$ cat src/rtl/alu_rs.sv
// ---------------------------------------------------------------------------
// alu_rs : reservation station in front of the integer ALU.
//
// Holds up to RS_SIZE decoded ALU instructions until both operands are
// known. Pending operands are filled by snooping two result buses (cdb0
// from the ALU, cdb1 from the load/store buffer). At most one ready
// instruction is handed to the ALU per cycle, lowest entry index first.
//
// Ports
//   clk_in, rst_in     clock and synchronous active-high reset
//   rdy_in             global ready; low freezes the station
//   clear              mispredict flush, honoured only while rdy_in is high
//   in_valid ... in_dest
//                      dispatch request: opcode, two operands given either
//                      as a value (busy=0) or as a producer ROB tag (busy=1),
//                      and the destination ROB tag
//   full               combinational, every entry occupied
//   cdb0_*, cdb1_*     result broadcasts (valid, tag, value)
//   cal, a, b, alu_op, out_dest
//                      registered issue interface towards the ALU; the data
//                      outputs hold their last value while cal is low
// ---------------------------------------------------------------------------
module alu_rs #(
    parameter int RS_WIDTH  = 3,
    parameter int ROB_WIDTH = 4
) (
    input  logic                 clk_in,
    input  logic                 rst_in,
    input  logic                 rdy_in,
    input  logic                 clear,

    input  logic                 in_valid,
    input  logic [3:0]           in_op,
    input  logic                 in_qj_busy,
    input  logic                 in_qk_busy,
    input  logic [ROB_WIDTH-1:0] in_qj,
    input  logic [ROB_WIDTH-1:0] in_qk,
    input  logic [31:0]          in_vj,
    input  logic [31:0]          in_vk,
    input  logic [ROB_WIDTH-1:0] in_dest,
    output logic                 full,

    input  logic                 cdb0_valid,
    input  logic [ROB_WIDTH-1:0] cdb0_tag,
    input  logic [31:0]          cdb0_val,
    input  logic                 cdb1_valid,
    input  logic [ROB_WIDTH-1:0] cdb1_tag,
    input  logic [31:0]          cdb1_val,

    output logic                 cal,
    output logic [31:0]          a,
    output logic [31:0]          b,
    output logic [3:0]           alu_op,
    output logic [ROB_WIDTH-1:0] out_dest
);

    localparam int RS_SIZE = 1 << RS_WIDTH;

    // Entry storage. Only the busy flags need a reset value; the payload is
    // ignored while an entry is not busy.
    logic [RS_SIZE-1:0]   busy;
    logic [RS_SIZE-1:0]   qj_busy;
    logic [RS_SIZE-1:0]   qk_busy;
    logic [3:0]           op   [RS_SIZE];
    logic [ROB_WIDTH-1:0] qj   [RS_SIZE];
    logic [ROB_WIDTH-1:0] qk   [RS_SIZE];
    logic [31:0]          vj   [RS_SIZE];
    logic [31:0]          vk   [RS_SIZE];
    logic [ROB_WIDTH-1:0] dest [RS_SIZE];

    logic [RS_SIZE-1:0]   ready;
    logic                 free_found;
    logic [RS_WIDTH-1:0]  free_idx;
    logic                 issue_found;
    logic [RS_WIDTH-1:0]  issue_idx;
    logic                 dispatch_en;

    logic                 in_j_pending;
    logic                 in_k_pending;
    logic [31:0]          in_j_value;
    logic [31:0]          in_k_value;

    logic [RS_SIZE-1:0]   wake_j0;
    logic [RS_SIZE-1:0]   wake_j1;
    logic [RS_SIZE-1:0]   wake_k0;
    logic [RS_SIZE-1:0]   wake_k1;

    // Readiness and fullness come from registered state only, so a slot
    // freed by this cycle's issue is not reusable until the next cycle.
    assign ready       = busy & ~qj_busy & ~qk_busy;
    assign full        = &busy;
    assign dispatch_en = in_valid && !full && free_found;

    // Priority encoders: lowest free slot for dispatch, lowest ready slot
    // for issue. Scanning downward lets the lowest index win last.
    always_comb begin
        free_found  = 1'b0;
        free_idx    = '0;
        issue_found = 1'b0;
        issue_idx   = '0;
        for (int i = RS_SIZE - 1; i >= 0; i--) begin
            if (!busy[i]) begin
                free_found = 1'b1;
                free_idx   = RS_WIDTH'(i);
            end
            if (ready[i]) begin
                issue_found = 1'b1;
                issue_idx   = RS_WIDTH'(i);
            end
        end
    end

    // Dispatch-time forwarding: an operand whose producer broadcasts in the
    // same cycle is captured immediately. cdb0 is checked first.
    always_comb begin
        in_j_pending = in_qj_busy;
        in_j_value   = in_vj;
        if (in_qj_busy && cdb0_valid && (cdb0_tag == in_qj)) begin
            in_j_pending = 1'b0;
            in_j_value   = cdb0_val;
        end else if (in_qj_busy && cdb1_valid && (cdb1_tag == in_qj)) begin
            in_j_pending = 1'b0;
            in_j_value   = cdb1_val;
        end

        in_k_pending = in_qk_busy;
        in_k_value   = in_vk;
        if (in_qk_busy && cdb0_valid && (cdb0_tag == in_qk)) begin
            in_k_pending = 1'b0;
            in_k_value   = cdb0_val;
        end else if (in_qk_busy && cdb1_valid && (cdb1_tag == in_qk)) begin
            in_k_pending = 1'b0;
            in_k_value   = cdb1_val;
        end
    end

    // Per-entry wakeup matches. The cdb1 match is masked by a cdb0 match so
    // each operand has a single source even in the illegal double-match case.
    always_comb begin
        wake_j0 = '0;
        wake_j1 = '0;
        wake_k0 = '0;
        wake_k1 = '0;
        for (int i = 0; i < RS_SIZE; i++) begin
            wake_j0[i] = busy[i] && qj_busy[i] && cdb0_valid && (cdb0_tag == qj[i]);
            wake_j1[i] = busy[i] && qj_busy[i] && cdb1_valid && (cdb1_tag == qj[i])
                         && !wake_j0[i];
            wake_k0[i] = busy[i] && qk_busy[i] && cdb0_valid && (cdb0_tag == qk[i]);
            wake_k1[i] = busy[i] && qk_busy[i] && cdb1_valid && (cdb1_tag == qk[i])
                         && !wake_k0[i];
        end
    end

    // State update. Reset and an un-stalled flush empty the station and
    // zero the issue outputs; a stall freezes everything except dropping
    // cal. Otherwise wakeup, issue and dispatch all happen together; they
    // never touch the same entry because dispatch only targets a free slot
    // while wakeup and issue only act on occupied ones.
    always_ff @(posedge clk_in) begin
        if (rst_in || (rdy_in && clear)) begin
            busy     <= '0;
            qj_busy  <= '0;
            qk_busy  <= '0;
            cal      <= 1'b0;
            a        <= '0;
            b        <= '0;
            alu_op   <= '0;
            out_dest <= '0;
        end else if (!rdy_in) begin
            cal <= 1'b0;
        end else begin
            for (int i = 0; i < RS_SIZE; i++) begin
                if (wake_j0[i]) begin
                    vj[i]      <= cdb0_val;
                    qj_busy[i] <= 1'b0;
                end else if (wake_j1[i]) begin
                    vj[i]      <= cdb1_val;
                    qj_busy[i] <= 1'b0;
                end
                if (wake_k0[i]) begin
                    vk[i]      <= cdb0_val;
                    qk_busy[i] <= 1'b0;
                end else if (wake_k1[i]) begin
                    vk[i]      <= cdb1_val;
                    qk_busy[i] <= 1'b0;
                end
            end

            if (issue_found) begin
                cal             <= 1'b1;
                a               <= vj[issue_idx];
                b               <= vk[issue_idx];
                alu_op          <= op[issue_idx];
                out_dest        <= dest[issue_idx];
                busy[issue_idx] <= 1'b0;
            end else begin
                cal <= 1'b0;
            end

            if (dispatch_en) begin
                busy[free_idx]    <= 1'b1;
                op[free_idx]      <= in_op;
                qj_busy[free_idx] <= in_j_pending;
                qj[free_idx]      <= in_qj;
                vj[free_idx]      <= in_j_value;
                qk_busy[free_idx] <= in_k_pending;
                qk[free_idx]      <= in_qk;
                vk[free_idx]      <= in_k_value;
                dest[free_idx]    <= in_dest;
            end
        end
    end

endmodule

$ cat config.mk
export PLATFORM = sky130hd
export DESIGN_NAME = alu_rs
export DESIGN_NICKNAME = d
export VERILOG_FILES = /design/src/rtl/alu_rs.sv
export SDC_FILE = /design/constraint.sdc
export NUM_CORES = 2
export LEC_CHECK = 0
export CORE_ASPECT_RATIO = 1.4
export CORE_MARGIN = 5
export CORE_UTILIZATION = 45
export DETAILED_ROUTE_END_ITERATION = 12
export MAX_ROUTING_LAYER = met4
export SYNTH_ARGS = -nofsm -noshare
export SYNTH_HDL_FRONTEND = slang
export SYNTH_SLANG_ARGS = --single-unit
$ cat constraint.sdc
create_clock -name clk_in -period 6.58 [get_ports clk_in]
set_input_delay 1.316 -clock clk_in [delete_from_list [all_inputs] [get_ports clk_in]]
set_output_delay 1.316 -clock clk_in [all_outputs]
set_load 0.05 [all_outputs]
* Word-level counts from Yosys, hierarchy flattened
Memories as Yosys holds them, arrays and structs flattened. A register that Yosys moved wholly into a read port is not among the register bits.
Cells that the tools add are included.
** Operators by class
- Add/sub/neg operators :: 0
- Multiply operators :: 0
- Div/mod/pow operators :: 0
- Magnitude comparators :: 4
- Equality and inequality tests :: 36
- Shifts and indexed selects :: 0
- Multiplexer cells :: 281
- Bitwise gates (word level) :: 24
- Reductions and logical operators :: 130
** Operator list (count)
- $mux W32 :: 20
- $mux W1 :: 235
- $eq A4 B4 Y1 :: 36
- $logic_and A1 B1 Y1 :: 109
- $mux W3 :: 16
- $mux W8 :: 6
- $and A8 B8 Y8 :: 3
- $not A8 Y8 :: 3
- $logic_not A1 Y1 :: 17
- $bwmux W8 :: 2
- $or A1 B1 Y1 :: 16
- $lt A3 B4 Y1 const B :: 2
- $or A8 B8 Y8 :: 1
- $reduce_and A8 Y1 :: 1
- $demux W1 S3 :: 2
- $ge A3 B1 Y1 const B :: 2
- $reduce_and A2 Y1 :: 1
- $reduce_or A2 Y1 :: 1
- $logic_or A1 B1 Y1 :: 1
- $not A1 Y1 :: 1
** Storage, ports and cells
- Register bits after elaboration :: 25
- Latch bits :: 0
- Bits in writable memories :: 640
- ROM bits :: 0
- Input bits :: 161
- Output and inout bits :: 74
- Word-level logic and storage cells :: 485
- Memories kept :: 6
** Memories
- vj :: depth 8, width 32, rd ports 1, clocked after Yosys merged registers in 1, write ports 9, RTL line 67 : logic [31:0] vj [RS_SIZE];
- vk :: depth 8, width 32, rd ports 1, clocked after Yosys merged registers in 1, write ports 9, RTL line 68 : logic [31:0] vk [RS_SIZE];
- dest :: depth 8, width 4, rd ports 1, clocked after Yosys merged registers in 1, write ports 1, RTL line 69 : logic [ROB_WIDTH-1:0] dest [RS_SIZE];
- op :: depth 8, width 4, rd ports 1, clocked after Yosys merged registers in 1, write ports 1, RTL line 64 : logic [3:0] op [RS_SIZE];
- qj :: depth 8, width 4, rd ports 8, clocked after Yosys merged registers in 0, write ports 1, RTL line 65 : logic [ROB_WIDTH-1:0] qj [RS_SIZE];
- qk :: depth 8, width 4, rd ports 8, clocked after Yosys merged registers in 0, write ports 1, RTL line 66 : logic [ROB_WIDTH-1:0] qk [RS_SIZE];

* Logic depth before layout (Yosys ltp)
- Word-level depth :: 22
- Gate-level depth with buffers :: 11
- Gate-level depth less buffers :: 6

* Worst setup path before layout
No wires, ideal clock.
- Kind :: input to register
- Start point :: input cdb0_tag[3]
- End point :: memory vj[0][0] (enable)
- Library setup time :: 432 ps
- Data arrival time :: 3975 ps
- Required time :: 6148 ps
- Setup slack :: 2173 ps
- Stages :: 5
- Path buffers :: 2
- Path through :: buf_2 buf_4 xor2_1 or4_4 a21oi_1
** RTL lines
- start, declared :: RTL line 44 : input logic [ROB_WIDTH-1:0] cdb0_tag,
- end, declared :: RTL line 67

==> impl_metrics.yaml <==
timing:
  hold_ws_ns: 0.476
  relSlewSlack: 0.178
  max_freq_mhz: 223
  slew_violations: 0
  rsz0062_at_grt: "no"
  finalCriticalPeriod_ns: 4.48
  fin_skew_ns: 0.0275
  hold_viol: 0
  setup_viol: 0
  finalCritPeriodShare: 0.680
  fin_ws_ns: 2.10
  fin_tns_setup_ns: 0
  tightestPinTransition_ns: 1.23
clock_network:
  cts_root_buf: "clkbuf_16"
  post-cts-setup-buffer-count: 0
  h-tree-depth: 3
  clockBufferDepth: 3
  clk_latency_ns: 0.65
  clk_pin_slew_ns: 0.06
  cts_hold_buf: 0
  post_cts_resized: 0
  cts_made_buffers: 76
  cts.sinks: 737
  cts_tree: "done"
placement:
  place_area_um2: 46300
  io_buffers: 234
  routabilityCongestion: 0.890
  dpl.hpwl_mm: 95.4
  pre_cts_slack_ns: 1.50
global_route:
  grt_pass1_vias: 35500
  antenna_found_initial: 4
  grtUsageTotal: 0.332
  grt_overflow: 0
  grt_start_max_net_pins: 129
  grt_pass1_wl_mm: 245
synth:
  synth.distinct_cells: 69
  syn_area_um2: 43000
  synthesis.nets: 4368
  synth_warnings: 0
  synthCells: 4207
  synth_ff_type: "edfxtp_1"
  synth-seq-area-share: 0.492
  synth_edf_count: 640
  synth_seq_cells: 737
  syn-mean-instance-area_um2: 10.2
  ys_async_sr_fraction: 0
critical_path:
  worstSetupStartpointType: "input pin"
  r2r_setup_slack_ns: 2.48
  critPathCaptureType: "flip-flop"
  reg2reg_from: "busy[3]"
  crit_required_ns: 6.96
  path_class: "in -> reg"
  rr_worst_depth: 7
  reg2reg_to: "a[7]"
  cp_max_fo: 33
  worstPathArrival_ns: 4.86
die:
  num_rows: 134
  initial_core_util: 0.452
  core_um2: 95100
  die_h_um: 376
  die_w_um: 271
  io-pin-count: 235
  dieArea_um2: 102000
min_path:
  min_from: "b[9]"
  hold_depth: 1
  whs_endpoint: "b[9]"
  hp-class: "reg -> reg"
drt:
  drt-total-wl_mm: 172
  dr.pass1.iters: 8
  first_iter_violations: 4780
  num_vias: 36600
  drc: 0
  wire_per_inst_um: 31.6
  final_antenna_net_count: 0
  vias_per_cell: 6.74
power_and_ir_drop:
  p_int_mw: 8.02
  leakage_nw: 16.5
  p_comb_frac: 0.093
  share_seq_of_total_power: 0.481
  p_sw_frac: 0.243
  power_mw: 10.6
  power_frac_clock: 0.425
  ir_drop_v: 0.000204
  p_switching_mw: 2.58
  pwr_density_cell_nw_per_um2: 217
finish:
  num-fill-cells: 8431
  syn2layout_area_growth_pct: 13.4
  drive_above_1_share: 0.0934
  fin_area_um2: 48800
  final_net_count: 4307
flow_run:
  cap_violations: 0
outcome:
  status: "completed"
-- worst max-delay path by stage --
stage,start,endpoint,cells past startpoint
after floorplan,cdb0_tag[3],vj[0][0],5
after global placement,in_qk[2],vk[5][23],7
after detailed placement,in_qk[2],vk[5][23],7
after CTS,in_qk[2],vk[5][23],7
after global routing,in_qk[2],vk[6][23],7
final,in_qk[2],vk[5][23],7
-- through the flow --
stage           util  std cells
2_1_floorplan      -       4207
3_3_place_gp   0.487       5292
3_5_place_dp   0.487       5292
4_1_cts        0.513       5430
5_1_grt        0.513       5434
6_report       0.513       5435
-- registers in the layout (all words and copies together) (netlist names) --
name / count
qj_busy: 8
busy: 8
vk: 256
out_dest: 4
alu_op: 4
a: 32
qk: 32
b: 32
dest: 32
qj: 32
vj: 256
qk_busy: 8
cal: 1
op: 32
-- critical path, cell delays in order --
cell	delay, ns
clkdlybuf4s50_1	0.77
nor2b_1	0.34
or4_2	1.11
o31ai_1	0.70
a31oi_2	0.33
nor2_1	0.21
a21oi_1	0.05
-- layout by cell type (no fill, tap or decap), drive strengths merged, types with 3 or more instances in the layout --
cell,synthesis,routed
nor3,45,45
clkinv,0,17
o31ai,33,33
nor2b,8,8
nand4,69,69
nand3,57,57
nand2b,6,6
xnor2,41,41
nor3b,15,15
a222oi,71,71
clkbuf,364,111
xor2,98,98
a22oi,72,72
nand3b,4,4
buf,167,158
nor2,219,219
inv,13,14
a31oi,138,138
or2,4,4
bufinv,0,7
edfxtp,640,640
a21oi,281,281
or3b,3,3
clkdlybuf4s50,0,234
and2,72,72
dfxtp,97,97
diode,0,5
o211ai,71,71
mux2i,512,512
or3,3,3
nand2,351,351
o21ai,574,574
or4,15,15
a22o,71,71
a211oi,3,3
nor4,55,55
a32o,8,8
and3,3,3
a21o,6,6
-- power by group through the flow --
stage,Clock [mW],Combinational [mW],Sequential (mW)
2_1_floorplan,0,0.539,5.21
3_3_place_gp,0,0.947,5.20
3_5_place_dp,0,0.960,5.20
4_1_cts,4.53,0.963,5.10
5_1_grt,4.72,1.03,5.10
6_report,4.51,0.989,5.10
-- area by class of cell --
class,instances,area (µm²),area share
sequential,737,21200,0.434
inverter,13,56.3,0.00115
tap,1224,1530,0.0314
multi-input combinational,2926,19900,0.407
antenna,5,12.5,0.000256
clock buffer,111,2210,0.0452
clock inverter,27,314,0.00644
timing repair buffer,392,3630,0.0744
-- cells by family after synthesis --
logic type	after synthesis	share of synthesized area
AOI/OAI and AO/OA	1345	0.203
and+or+nand+nor	930	0.102
buffers and inverters	544	0.0557
xor gates and xnor gates	139	0.0283
muxes	512	0.119
DFF	737	0.492
-- routing by layer --
metal  GRT usage  share of wire  routed length [µm]  vias to the layer above
li1            -              -                   -                    15700
met1       0.406           0.37               63600                    17900
met2       0.523           0.46               79500                     2487
met3      0.0634           0.11               18200                      546
met4       0.175          0.062               10600                        0
met5           -              0                   0                        -
-- cells in the mapped netlist, types with 4 or more instances --
| cell | number | area [µm²] |
|---|---|---|
| buf_2 | 83 | 415 |
| nor3b_1 | 13 | 97.6 |
| or4_1 | 13 | 97.6 |
| o211ai_1 | 71 | 533 |
| nor3_2 | 5 | 50.1 |
| a21oi_1 | 280 | 1400 |
| nor4_1 | 54 | 338 |
| o31ai_1 | 33 | 248 |
| edfxtp_1 | 640 | 19200 |
| nor2b_1 | 8 | 50.1 |
| buf_1 | 31 | 116 |
| a22o_1 | 71 | 622 |
| mux2i_1 | 512 | 5120 |
| nand3_2 | 4 | 40.0 |
| nand3_1 | 53 | 265 |
| inv_1 | 12 | 45.0 |
| a32o_1 | 8 | 80.1 |
| and2_1 | 71 | 444 |
| clkbuf_4 | 6 | 45.0 |
| a21o_1 | 6 | 45.0 |
| nor2_1 | 219 | 822 |
| dfxtp_1 | 97 | 1940 |
| o21ai_1 | 121 | 606 |
| o21ai_0 | 452 | 2260 |
| nand3b_1 | 4 | 30.0 |
| a31oi_1 | 82 | 513 |
| nand2_1 | 351 | 1320 |
| nor3_1 | 39 | 195 |
| xnor2_1 | 41 | 359 |
| nand4_1 | 69 | 432 |
| a222oi_1 | 71 | 711 |
| xor2_1 | 98 | 858 |
| nand2b_1 | 6 | 37.5 |
| clkbuf_1 | 358 | 1340 |
| a22oi_1 | 72 | 541 |
| buf_4 | 48 | 360 |
| a31oi_2 | 26 | 325 |
| a31oi_4 | 30 | 638 |
Power figures use the tool's default switching activity.
